<file path="config.mk">
export PLATFORM = sky130hd
export DESIGN_NAME = fifo_drain_ctrl
export DESIGN_NICKNAME = d
export VERILOG_FILES = /design/src/rtl/fifo_drain_ctrl.sv
export SDC_FILE = /design/constraint.sdc
export NUM_CORES = 1
export LEC_CHECK = 0
export BUFFER_PORTS_ARGS = -buffer_cell sky130_fd_sc_hd__buf_2
export CAP_MARGIN = 20
export CORE_MARGIN = 2
export CORE_UTILIZATION = 38
export DETAILED_ROUTE_END_ITERATION = 8
export PLACE_DENSITY = 0.71
export SLEW_MARGIN = 20
export SYNTH_ARGS = -nofsm -noshare
export SYNTH_HDL_FRONTEND = slang
export SYNTH_SLANG_ARGS = --single-unit
</file>
<file path="constraint.sdc">
create_clock -name clk -period 1.48 [get_ports clk]
set_input_delay 0.148 -clock clk [delete_from_list [all_inputs] [get_ports clk]]
set_output_delay 0.148 -clock clk [all_outputs]
set_load 0.01 [all_outputs]
</file>
<file path="src/rtl/fifo_drain_ctrl.sv">
// -----------------------------------------------------------------------------
// fifo_drain_ctrl
// Read-side controller for the team FIFO. Watches the FIFO status flags and
// issues read_enable. Captures the word the FIFO memory returns one cycle after
// each read and forwards it downstream with a valid strobe. Stalls while the
// downstream sink is almost full, and locks out (sticky) on a FIFO error.
//
// Ports:
//   clk               in   rising-edge clock
//   reset             in   asynchronous, active-low
//   fifo_empty        in   FIFO empty flag
//   fifo_almost_empty in   FIFO almost-empty flag (status only)
//   fifo_error        in   FIFO error flag (count overflow)
//   fifo_data_out     in   FIFO read data, valid the cycle after read_enable
//   down_almost_full  in   downstream backpressure
//   read_enable       out  FIFO read strobe (combinational)
//   data_out          out  registered forwarded word
//   valid_out         out  registered, data_out valid this cycle
//   error_out         out  sticky error indication
//   state_out         out  current FSM state encoding
//   read_count        out  words delivered, saturating     (FIFO_DRAIN_COUNT_EN)
//   burst_len         out  length of last valid_out run     (FIFO_DRAIN_COUNT_EN)
//
// Optional feature macro: FIFO_DRAIN_COUNT_EN
// -----------------------------------------------------------------------------
module fifo_drain_ctrl #(
  parameter int unsigned TAMANO_DATOS     = 10,
  parameter int unsigned TAMANO_DIRECCION = 8
) (
  input  logic                    clk,
  input  logic                    reset,
  input  logic                    fifo_empty,
  input  logic                    fifo_almost_empty,
  input  logic                    fifo_error,
  input  logic [TAMANO_DATOS-1:0] fifo_data_out,
  input  logic                    down_almost_full,
  output logic                    read_enable,
  output logic [TAMANO_DATOS-1:0] data_out,
  output logic                    valid_out,
  output logic                    error_out,
  output logic [2:0]              state_out
`ifdef FIFO_DRAIN_COUNT_EN
  ,
  output logic [15:0]             read_count,
  output logic [7:0]              burst_len
`endif
);

  typedef enum logic [2:0] {
    ST_INIT   = 3'd0,
    ST_IDLE   = 3'd1,
    ST_ACTIVE = 3'd2,
    ST_PAUSE  = 3'd3,
    ST_ERROR  = 3'd4
  } state_e;

  // At most two reads are ever outstanding (one pending, one issuing), so the
  // FIFO must be at least that deep for the drain loop to be meaningful.
  localparam int unsigned InflightMax = 2;
  localparam bit          BudgetOk    = (TAMANO_DIRECCION >= InflightMax);

  state_e                  state_q, state_d;
  logic                    rd_pend_q;
  logic                    valid_q, valid_d;
  logic [TAMANO_DATOS-1:0] data_q;
  logic                    error_q;
  logic                    rd_en_c;
  logic                    cancel_c;

  // almost_empty is reported upstream only; it does not steer the drain.
  logic unused_status_c;
  assign unused_status_c = fifo_almost_empty;

  // Next-state and read strobe; priority is error, then backpressure, then empty.
  always_comb begin
    state_d = state_q;
    rd_en_c = 1'b0;
    case (state_q)
      ST_INIT: state_d = ST_IDLE;
      ST_IDLE: begin
        if (fifo_error)       state_d = ST_ERROR;
        else if (!fifo_empty) state_d = down_almost_full ? ST_PAUSE : ST_ACTIVE;
      end
      ST_ACTIVE: begin
        rd_en_c = !fifo_empty && !down_almost_full && !fifo_error && BudgetOk;
        if (fifo_error)            state_d = ST_ERROR;
        else if (down_almost_full) state_d = ST_PAUSE;
        else if (fifo_empty)       state_d = ST_IDLE;
      end
      ST_PAUSE: begin
        if (fifo_error)             state_d = ST_ERROR;
        else if (!down_almost_full) state_d = fifo_empty ? ST_IDLE : ST_ACTIVE;
      end
      ST_ERROR: state_d = ST_ERROR;
      default:  state_d = ST_INIT;
    endcase
  end

  // Entering ERROR drops the word still in flight so nothing is emitted there.
  assign cancel_c = (state_d == ST_ERROR);
  assign valid_d  = rd_pend_q && !cancel_c;

  // State, read pipeline and output registers.
  always_ff @(posedge clk or negedge reset) begin
    if (!reset) begin
      state_q   <= ST_INIT;
      rd_pend_q <= 1'b0;
      valid_q   <= 1'b0;
      data_q    <= '0;
      error_q   <= 1'b0;
    end else begin
      state_q   <= state_d;
      rd_pend_q <= rd_en_c && !cancel_c;
      valid_q   <= valid_d;
      if (valid_d) data_q <= fifo_data_out;
      if (state_q == ST_ERROR) error_q <= 1'b1;
    end
  end

  assign read_enable = rd_en_c;
  assign data_out    = data_q;
  assign valid_out   = valid_q;
  assign error_out   = error_q;
  assign state_out   = state_q;

`ifdef FIFO_DRAIN_COUNT_EN
  logic [15:0] count_q;
  logic [7:0]  run_q;
  logic [7:0]  burst_q;

  // Delivered-word counter and run-length capture on the falling valid edge.
  always_ff @(posedge clk or negedge reset) begin
    if (!reset) begin
      count_q <= '0;
      run_q   <= '0;
      burst_q <= '0;
    end else begin
      if (valid_q && (count_q != 16'hFFFF)) count_q <= count_q + 16'd1;
      if (valid_q) begin
        if (run_q != 8'hFF) run_q <= run_q + 8'd1;
        if (!valid_d) burst_q <= (run_q == 8'hFF) ? 8'hFF : run_q + 8'd1;
      end else begin
        run_q <= '0;
      end
    end
  end

  assign read_count = count_q;
  assign burst_len  = burst_q;
`endif

endmodule

</file>
# Word-level counts from Yosys, hierarchy flattened
# Index checks and enable logic that the tools add are counted.
# op_classes
muxes	11
n_eq_ne	5
reduce_logical	9
# op_table
cell	count
$mux W3	7
$pmux W3 S5	1
$eq A3 B2 Y1 const B	2
$eq A3 B3 Y1 const B	2
$logic_and A1 B1 Y1	4
$logic_not A1 Y1	4
$eq A3 B1 Y1 const B	1
$logic_not A3 Y1	1
$mux W1	2
$mux W2	1
# word_totals
register_bits	16
elab_cells	30
in_bits	16
out_inout_bits	16

# Depth between registers and ports, before layout
# Gate-level depths: netlist of run 1.
# depth
depth_word	7
mapped_depth	4
mapped_depth_nobuf	3

# Worst setup path after synthesis of run 1
# Ideal clock, no wire load.
# synth_path
kind	reg2reg
start	register state_q[0], in the netlist state_out[0]
end	register data_q[0], in the netlist data_out[0]
required_ns	1.355
setup_slack_ns	-0.074
synth_period_minus_slack_ns	1.554
path_stages_with_launch	5
arrival_ns	1.429
cell_sequence	dfrtp_1 > or3b_1 > o211ai_2 > buf_6 > mux2_2
# synth_via
elab_chain_len	7
# synth_lines
item	line	text
start: declaration	62	state_e state_q, state_d;
start signal: assignment	112	state_q <= state_d;
$mux W3	88	else if (fifo_empty) state_d = ST_IDLE;
$mux W3	87	else if (down_almost_full) state_d = ST_PAUSE;
$mux W3	86	if (fifo_error) state_d = ST_ERROR;
$pmux W3 S5 *	78	case (state_q)
$eq A3 B3 Y1 *	100	assign cancel_c = (state_d == ST_ERROR);
$logic_not A1 Y1 *	101	assign valid_d = rd_pend_q && !cancel_c;
$logic_and A1 B1 Y1 *	101	
end signal: assignment	115	if (valid_d) data_q <= fifo_data_out;
end: declaration	65	logic [TAMANO_DATOS-1:0] data_q;
# Every way passes the cells marked *; elsewhere a longest branch is shown, timed or not.
# A chain may end at the register's enable or synchronous reset.

# Final worst setup path of run 1
# layout_path
start	register state_q[1], in the netlist state_out[1]
end	register data_q[5], in the netlist data_out[5]
# The elaborated chain is that of the path after synthesis.

==> impl_metrics.yaml, run 1 <==
critical_path:
  slowest_stage: "or3b_4"
  critPathArrivalTime_ns: 1.65
  reg2regPathDepth: 3
  ff2ff_setup_slack_ns: 0.003
  crit_required_ns: 1.65
  path_max_fanout: 5
  crit_chain: "or3b_4 > o211ai_2 > mux2_2"
  timing.rr.end: "data_out[5]"
  slowest_delay_ns: 0.43
  reg2reg_from: "state_out[1]"
  critPathLaunchType: "register"
  crit_type: "reg -> reg"
  worstSetupEndpointType: "register"
placement:
  gp_congestion: 0.817
  place_ws_ns: -0.0966
  port_buffers: 30
  dpl.hpwl_um: 853
  placedCellCount: 93
  detailed_place.area_um2: 827
power:
  intPower_uw: 970
  seq_power_share: 0.437
  p_clk_frac: 0.198
  sw_frac_of_total: 0.307
  comb_power_share: 0.365
  vdd_drop_max_uv: 894
  power_switching_uw: 431
  power.density_mw_per_mm2: 1560
  leakage_uw: 0.000515
  p_total_uw: 1400
global_routing:
  gr-total-overflow: 0
  grt_pass1_vias: 446
  antenna_found_initial: 0
  track_usage: 0.132
  grt_max_degree: 17
  grt_pass1_wl_um: 1850
timing:
  layout_setup_ws_ns: 0.00305
  fmax_mhz: 677
  hold_ws_ns: 0.0858
  rsz0062_at_grt: "true"
  tightest_slew_ns: 0.357
  slew_viol_final: 0
  finalClockSkew_ns: 0.00240
  post-route-period-util: 0.998
  final-hold-violation-count: 0
  relSlewSlack: 0.761
  finalCriticalPeriod_ns: 1.48
  finalSetupViolations: 0
worst_hold_path:
  whs_path_depth: 2
  hold_end: "state_out[1]"
  worstHoldStart: "fifo_error"
  hold_path_class: "in -> reg"
routing:
  wl_per_cell_um: 11.9
  vias: 491
  dr.pass1.iters: 2
  via_per_inst: 4.96
  ant_nets: 0
  drc_errors: 0
  dr.first_iter.drc_count: 3
  wl_um: 1180
run_status:
  status: "finished clean"
synthesis:
  avgSynthCellArea_um2: 14.4
  synth_cell_types: 15
  synthCells: 44
  ys_ff_latch: 16
  synth_fp_nets: 60
  yosys_warnings: 0
  syn_area_um2: 634
  ys_seq_area_frac: 0.631
finish:
  synthToLayoutAreaGrowth_pct: 41.4
  multiInputGateArea_um2: 245
  nets: 100
  n_fill_cell: 143
  diodes: 0
  final_cell_area_um2: 897
  drive_above_1_share: 0.639
  register_area_um2: 402
  fin_cells: 99
clock_network:
  cts_max_path_buffers: 2
  ctsHtreeMaxLevel: 1
  clock-root-buffer: "clkbuf_4"
  worstSkewPairLatency_ns: 0.28
  cts_tree: "built"
  cts_buffers: 3
  cts.reportedPaths.clkPinSlew_ns: 0.09
  cts_sinks: 16
die:
  io_pins: 32
  die_x_um: 44.9
  core_area_mm2: 0.00154
  fp-row-count: 14
  start_util: 0.412
  die_area_mm2: 0.00201
  die_y_um: 44.9
run:
  maxCapViolations: 0
[flip-flops by register name, indices dropped and copies added (netlist names)]
| register | flops |
|---|---|
| data_out | 10 |
| error_out | 1 |
| rd_pend_q | 1 |
| state_out | 3 |
| valid_out | 1 |
[synthesized netlist by cell type (all sizes together)]
library cell	number	area [um2]
nand2b	2	12.5
or2b	1	7.51
nor2	4	15.0
nor3	1	5.00
and4b	2	20.0
or3b	1	8.76
mux2	10	113
buf	1	11.3
o21ai	1	5.00
inv	1	3.75
dfrtp	16	400
nor2b	1	6.26
o22a	1	8.76
o211ai	1	12.5
a21oi	1	5.00
[worst max path at each step]
stage	from	endpoint	slack (ns)	depth (start not counted)
5_1_grt	state_out[1]	data_out[2]	-0.04	3
6_report	state_out[1]	data_out[5]	0.003	3
3_5_place_dp	state_out[1]	data_out[6]	-0.1	3
4_1_cts	state_out[1]	data_out[9]	-0.02	3
3_3_place_gp	state_out[2]	data_out[2]	-0.09	3
2_1_floorplan	state_out[1]	data_out[0]	-0.05	4
[cells by family (layout without fill, tap and decap cells)]
| kind of cell | Yosys count | count (layout) | synth area share |
|---|---|---|---|
| flip-flops | 16 | 16 | 0.631 |
| AND/OR/NAND/NOR | 12 | 12 | 0.118 |
| multiplexers | 10 | 10 | 0.178 |
| AO/OA/AOI/OAI | 4 | 5 | 0.0493 |
| buffers and inverters | 2 | 40 | 0.0237 |
[area by class of cell]
class	count	share of cell area
multi-input cells	27	0.273
flip-flops and latches	16	0.448
clock buffers	4	0.0404
well taps	16	0.0223
repair buffers	35	0.212
inverters	1	0.00418
[placed cells by master (no fill, tap or decap), drive strengths merged]
cell | Yosys | routed
mux2 | 10 | 10
or2b | 1 | 1
nor2b | 1 | 1
nor3 | 1 | 1
o22a | 1 | 1
o211ai | 1 | 2
and4b | 2 | 2
o21ai | 1 | 1
nor2 | 4 | 4
buf | 1 | 34
dfrtp | 16 | 16
clkbuf | 0 | 4
or3b | 1 | 1
dlygate4sd3 | 0 | 1
inv | 1 | 1
nand2b | 2 | 2
a21oi | 1 | 1
[worst max-delay path: cells and delay by family, from the launching register on]
family | cells | cell delay (ns)
and+or+nand+nor | 1 | 0.43
AOI/OAI and AO/OA | 1 | 0.15
muxes | 1 | 0.37
DFF | 1 | 0.42
[repair_timing]
item	in CTS	in global routing
pin swaps	1	1
gates cloned	1	0
setup buffers	0	0
gates resized for setup	1	1
hold buffers	1	0
endpoints found under the setup margin	10	11
hold endpoints to repair	16	0
[power by group through the flow]
stage	Clock [uW]	Combinational (uW)	Sequential (uW)
final	278	511	612
after global routing	300	560	628
after CTS	293	509	615
after detailed placement	0	477	623
after global placement	0	468	616
after floorplan	0	168	697
[metrics by stage]
step | setup TNS, ns | utilization
floorplan | -0.422 | -
global placement | -0.858 | 0.537
detailed placement | -0.906 | 0.537
global route | -0.247 | 0.582
CTS | -0.0916 | 0.580
finish | 0 | 0.582
[per-layer routing]
metal,share of wire,GRT usage,wire length (um),up-vias
met4,0.0076,0.0529,9,0
met1,0.40,0.153,468,230
met5,0,0,0,-
met2,0.52,0.212,615,17
met3,0.075,0.0600,89,2
li1,-,-,-,242
No activity file was read; power rests on OpenSTA's default activity.
==> run 2: changes to the inputs <==
--- a/config.mk
+++ b/config.mk
@@ -12,2 +12,3 @@
 export DETAILED_ROUTE_END_ITERATION = 8
+export HOLD_SLACK_MARGIN = 0.03
 export PLACE_DENSITY = 0.71
==> constraint.sdc (replaced) <==
create_clock -name clk -period 1.48 [get_ports clk]
set_input_delay 0.074 -clock clk [delete_from_list [all_inputs] [get_ports clk]]
set_output_delay 0.074 -clock clk [all_outputs]
set_load 0.01 [all_outputs]
==> run 2 against run 1 <==
Effect of this change: the run now ends with negative setup slack left; power up 8.4%; flip-flop and latch count unchanged; non-clock buffer count up 13; clock power up 4%; utilization up 9.4 points; highest routed layer unchanged; die area unchanged; global-route usage up 5.0 points; sequential power about the same; via count up 12%; critical endpoint is now data_out[8]; combinational power up 20%; hold slack better by 0.033 ns; clock skew up 0.0037 ns.
==> impl_metrics.yaml, run 2 (synthesis results as in run 1) <==
placement:
  gp_congestion: 0.807
  dpl.hpwl_um: 910
  port_buffers: 30
  placedCellCount: 93
  place_ws_ns: -0.0985
critical_path:
  slowest_stage: "dfrtp_2"
  crit_chain: "or3b_4 > o211ai_4 > mux2_2"
  reg2reg_from: "state_out[1]"
  path_max_fanout: 5
  reg2regPathDepth: 3
  worstSetupEndpointType: "register"
  crit_type: "reg -> reg"
  slowest_delay_ns: 0.43
  critPathArrivalTime_ns: 1.66
  critPathLaunchType: "register"
  crit_required_ns: 1.66
  timing.rr.end: "data_out[8]"
  ff2ff_setup_slack_ns: -0.006
die:
  io_pins: 32
  die_y_um: 44.9
  start_util: 0.412
  die_x_um: 44.9
  die_area_mm2: 0.00201
  fp-row-count: 14
  core_area_mm2: 0.00154
clock_network:
  worstSkewPairLatency_ns: 0.28
  ctsHtreeMaxLevel: 1
  clock-root-buffer: "clkbuf_4"
  cts.reportedPaths.clkPinSlew_ns: 0.10
  cts_buffers: 3
  cts_max_path_buffers: 2
  cts_sinks: 16
  cts_tree: "built"
run_status:
  status: "complete, but fails checks"
  violations: "negative setup slack"
power:
  power_switching_uw: 489
  sw_frac_of_total: 0.322
  seq_power_share: 0.405
  comb_power_share: 0.404
  intPower_uw: 1030
  vdd_drop_max_uv: 1050
  p_clk_frac: 0.191
  leakage_uw: 0.000582
  power.density_mw_per_mm2: 1460
worst_hold_path:
  worstHoldStart: "fifo_empty"
  hold_path_class: "in -> reg"
  hold_end: "state_out[1]"
  whs_path_depth: 4
timing:
  slew_viol_final: 0
  setup_tns_ns: -0.00904
  rsz0062_at_grt: "true"
  layout_setup_ws_ns: -0.00563
  finalSetupViolations: 3
  finalClockSkew_ns: 0.00611
  fmax_mhz: 673
  post-route-period-util: 1.00
  relSlewSlack: 0.764
  finalCriticalPeriod_ns: 1.49
  tightest_slew_ns: 0.353
  final-hold-violation-count: 0
routing:
  dr.pass1.iters: 4
  dr.first_iter.drc_count: 2
  vias: 552
  via_per_inst: 4.93
  drc_errors: 0
  ant_nets: 0
  wl_per_cell_um: 14.0
  wl_um: 1570
finish:
  diodes: 0
  fin_cells: 112
  mostFrequentLayoutCell: "buf_2"
  largest_reg_flops: 10
  synthToLayoutAreaGrowth_pct: 64.3
  nets: 113
  drive_above_1_share: 0.573
  post-route-util: 0.676
  final_cell_mix: "buf_2, dfrtp_1, dlygate4sd3_1"
global_routing:
  grt_pass1_wl_um: 2550
  grt_use_met3: 0.0360
  track_usage: 0.182
  grt_max_degree: 17
  grt_most_used_layer: "met2"
  antenna_found_initial: 0
  met2_usage: 0.316
  gr-total-overflow: 0
  grt_use_met1: 0.223
  grt_pass1_vias: 556
run:
  maxCapViolations: 0
## run 2: critical path: cells and delay by family (launching register included)
family          cells  cell delay (ns)
compound gates      1             0.16
flops               1             0.43
mux                 1             0.38
simple gates        1             0.42
## run 2: through the flow
step           instance area, um2  hold slack, ns  power, uW
6_report                     1040           0.119       1520
3_5_place_dp                  827         0.00528       1110
3_3_place_gp                  827         0.00256       1090
2_1_floorplan                 638          -0.222        865
5_1_grt                      1040           0.162       1610
4_1_cts                      1010           0.107       1470
## run 2: power by group through the flow
stage	clock network [uW]	registers, uW	logic, uW
global route	316	630	666
detailed placement	0	622	483
floorplan	0	697	168
global placement	0	616	470
CTS	295	611	563
finish	290	615	613
## run 2: worst max path at each step
stage,startpoint,to,slack (ns),depth (start not counted)
after global routing,state_out[1],data_out[7],-0.03,3
after detailed placement,state_out[1],data_out[4],-0.1,3
after global placement,state_out[1],data_out[7],-0.08,3
after floorplan,state_out[1],data_out[0],-0.05,4
after CTS,state_out[1],data_out[9],-0.006,3
final,state_out[1],data_out[8],-0.006,3
## run 2: area by class of cell
cell class	instances	area [um2]
flip-flops and latches	16	402
repair buffers	48	315
clock buffers	4	36.3
fillers	128	499
well taps	16	20.0
multi-input cells	27	265
inverters	1	3.75
## run 2: repair_timing
action                                 CTS  global route
gates resized for setup                  1             5
endpoints found under the hold margin   27             0
setup endpoints to repair               10            10
pin swaps                                2             1
hold buffers                            12             0
buffers inserted                         1             1
gates cloned                             1             0
## run 2: routing by layer
metal | vias to the layer above | part of all wire
met5 | - | 0
met4 | 0 | 0.0064
met3 | 2 | 0.038
met2 | 15 | 0.55
met1 | 268 | 0.41
li1 | 267 | -
==> run 3: changes to the inputs <==
Settings changed: CORE_MARGIN 2 to 1, GPL_TIMING_DRIVEN set to 0.
==> run 3 against run 2 <==
Effect of this change: the flow still finishes with violations (negative setup slack); non-clock buffer count rose by 1; clock-buffer cell count did not move; clock skew fell by 0.0025 ns; critical path depth rose by 1; first-iteration DRC count rose to 4.0 times the previous value; global-route usage fell by 1.2 points; sequential power rose by 1%; critical path type unchanged; largest cell class unchanged; largest power group unchanged; highest routed layer unchanged.
==> impl_metrics.yaml, run 3 (synthesis results as in run 1) <==
power:
  power_switching_uw: 444
  power.density_mw_per_mm2: 1410
  p_clk_frac: 0.185
  leakage_uw: 0.000609
  sw_frac_of_total: 0.297
  seq_power_share: 0.418
  vdd_drop_max_uv: 874
  comb_power_share: 0.398
  intPower_uw: 1050
global_routing:
  met2_usage: 0.248
  grt_use_met3: 0.0638
  grt_most_used_layer: "met2"
  grt_use_met1: 0.242
  track_usage: 0.170
  grt_pass1_wl_um: 2280
  antenna_found_initial: 0
  gr-total-overflow: 0
  grt_max_degree: 17
  grt_pass1_vias: 485
run:
  maxCapViolations: 0
clock_network:
  cts_max_path_buffers: 2
  cts_tree: "built"
  worstSkewPairLatency_ns: 0.28
  clock-root-buffer: "clkbuf_4"
  cts_buffers: 3
  cts.reportedPaths.clkPinSlew_ns: 0.09
  cts_sinks: 16
  ctsHtreeMaxLevel: 1
die:
  die_area_mm2: 0.00184
  core_area_mm2: 0.00152
  fp-row-count: 14
  die_y_um: 42.9
  io_pins: 32
  start_util: 0.416
  die_x_um: 42.9
placement:
  port_buffers: 30
  gp_congestion: 0.774
  dpl.hpwl_um: 841
  detailed_place.area_um2: 808
  placedCellCount: 90
finish:
  nets: 113
  final_cell_mix: "buf_2, dfrtp_1, dlygate4sd3_1"
  synthToLayoutAreaGrowth_pct: 66.5
  final_cell_area_mm2: 0.00106
  diodes: 0
  drive_above_1_share: 0.563
  fin_cells: 112
  post-route-util: 0.693
  mostFrequentLayoutCell: "buf_2"
  largest_reg_flops: 10
  n_fill_cell: 117
routing:
  ant_nets: 0
  vias: 536
  wl_um: 1410
  wl_per_cell_um: 12.6
  via_per_inst: 4.79
  drc_errors: 0
  dr.pass1.iters: 4
  dr.first_iter.drc_count: 8
run_status:
  violations: "negative setup slack"
  status: "complete, but fails checks"
timing:
  finalCriticalPeriod_ns: 1.53
  fmax_mhz: 654
  layout_setup_ws_ns: -0.0489
  final-hold-violation-count: 0
  setup_tns_ns: -0.326
  rsz0062_at_grt: "true"
  relSlewSlack: 0.769
  post-route-period-util: 1.03
  finalClockSkew_ns: 0.00362
  finalSetupViolations: 9
  tightest_slew_ns: 0.347
  slew_viol_final: 0
worst_hold_path:
  hold_path_class: "in -> reg"
  whs_path_depth: 4
critical_path:
  path_max_fanout: 5
  cp_num_cells: 4
  worstSetupEndpointType: "register"
  crit_chain: "or3b_4 > o211ai_4 > buf_6 > mux2_4"
  crit_type: "reg -> reg"
  slowest_delay_ns: 0.42
  cp_num_buf_inv: 1
  critPathLaunchType: "register"
  slowest_stage: "or3b_4"
  critical_path.top_delay_family: "simple AND/OR/NAND/NOR gates"
  critPathArrivalTime_ns: 1.70
  crit_required_ns: 1.65
  reg2regPathDepth: 4
-- run 3: layout make-up --
| class | instances | area (um2) | area share |
|---|---|---|---|
| Tap cell | 16 | 20.0 | 0.0190 |
| Clock buffer | 4 | 36.3 | 0.0344 |
| Timing Repair Buffer | 48 | 319 | 0.302 |
| Sequential cell | 16 | 402 | 0.380 |
| Buffer | 1 | 11.3 | 0.0107 |
| Multi-Input combinational cell | 26 | 264 | 0.250 |
| Inverter | 1 | 3.75 | 0.00355 |
-- run 3: path summary, 6_finish.rpt --
check,from,end,slack [ns]
max,state_out[0],data_out[0],-0.05
min,fifo_empty,state_out[1],0.12
max reg2reg,state_out[0],data_out[0],-0.05
min reg2reg,error_out,error_out,0.47
max in group asynchronous,reset,state_out[1],0.99
min in group asynchronous,reset,rd_pend_q,0.22
-- run 3: timing repair --
item,4_1_cts,5_1_grt
buffers inserted,5,0
setup endpoints to repair,9,10
gates cloned,1,0
gates resized for setup,9,3
pin swaps,1,0
hold endpoints to repair,27,0
hold buffers,12,0
-- run 3: power by group through the flow --
stage               combinational (uW)  sequential, uW  clock (uW)
detailed placement                 389             650           0
finish                             593             623         276
global route                       636             636         308
floorplan                          168             697           0
global placement                   381             642           0
CTS                                571             615         291
-- run 3: tightest hold or removal path, cell delays in order --
cell     delay (ns)
buf_2          0.10
nor2b_1        0.04
a21oi_1        0.10
nor3_1         0.05
-- run 3: per-stage QoR --
stage | setup WS, ns | hold WS [ns] | total power (uW)
2_1_floorplan | -0.0469 | -0.222 | 865
3_3_place_gp | -0.0798 | -0.00176 | 1020
3_5_place_dp | -0.111 | 0.000261 | 1040
4_1_cts | -0.0279 | 0.104 | 1480
5_1_grt | -0.0907 | 0.113 | 1580
6_report | -0.0489 | 0.118 | 1490
-- run 3: per-layer routing --
layer  wire length [um]  vias up
li1                   -      259
met1                611      257
met2                724       17
met3                 64        3
met4                 10        0
met5                  0        -
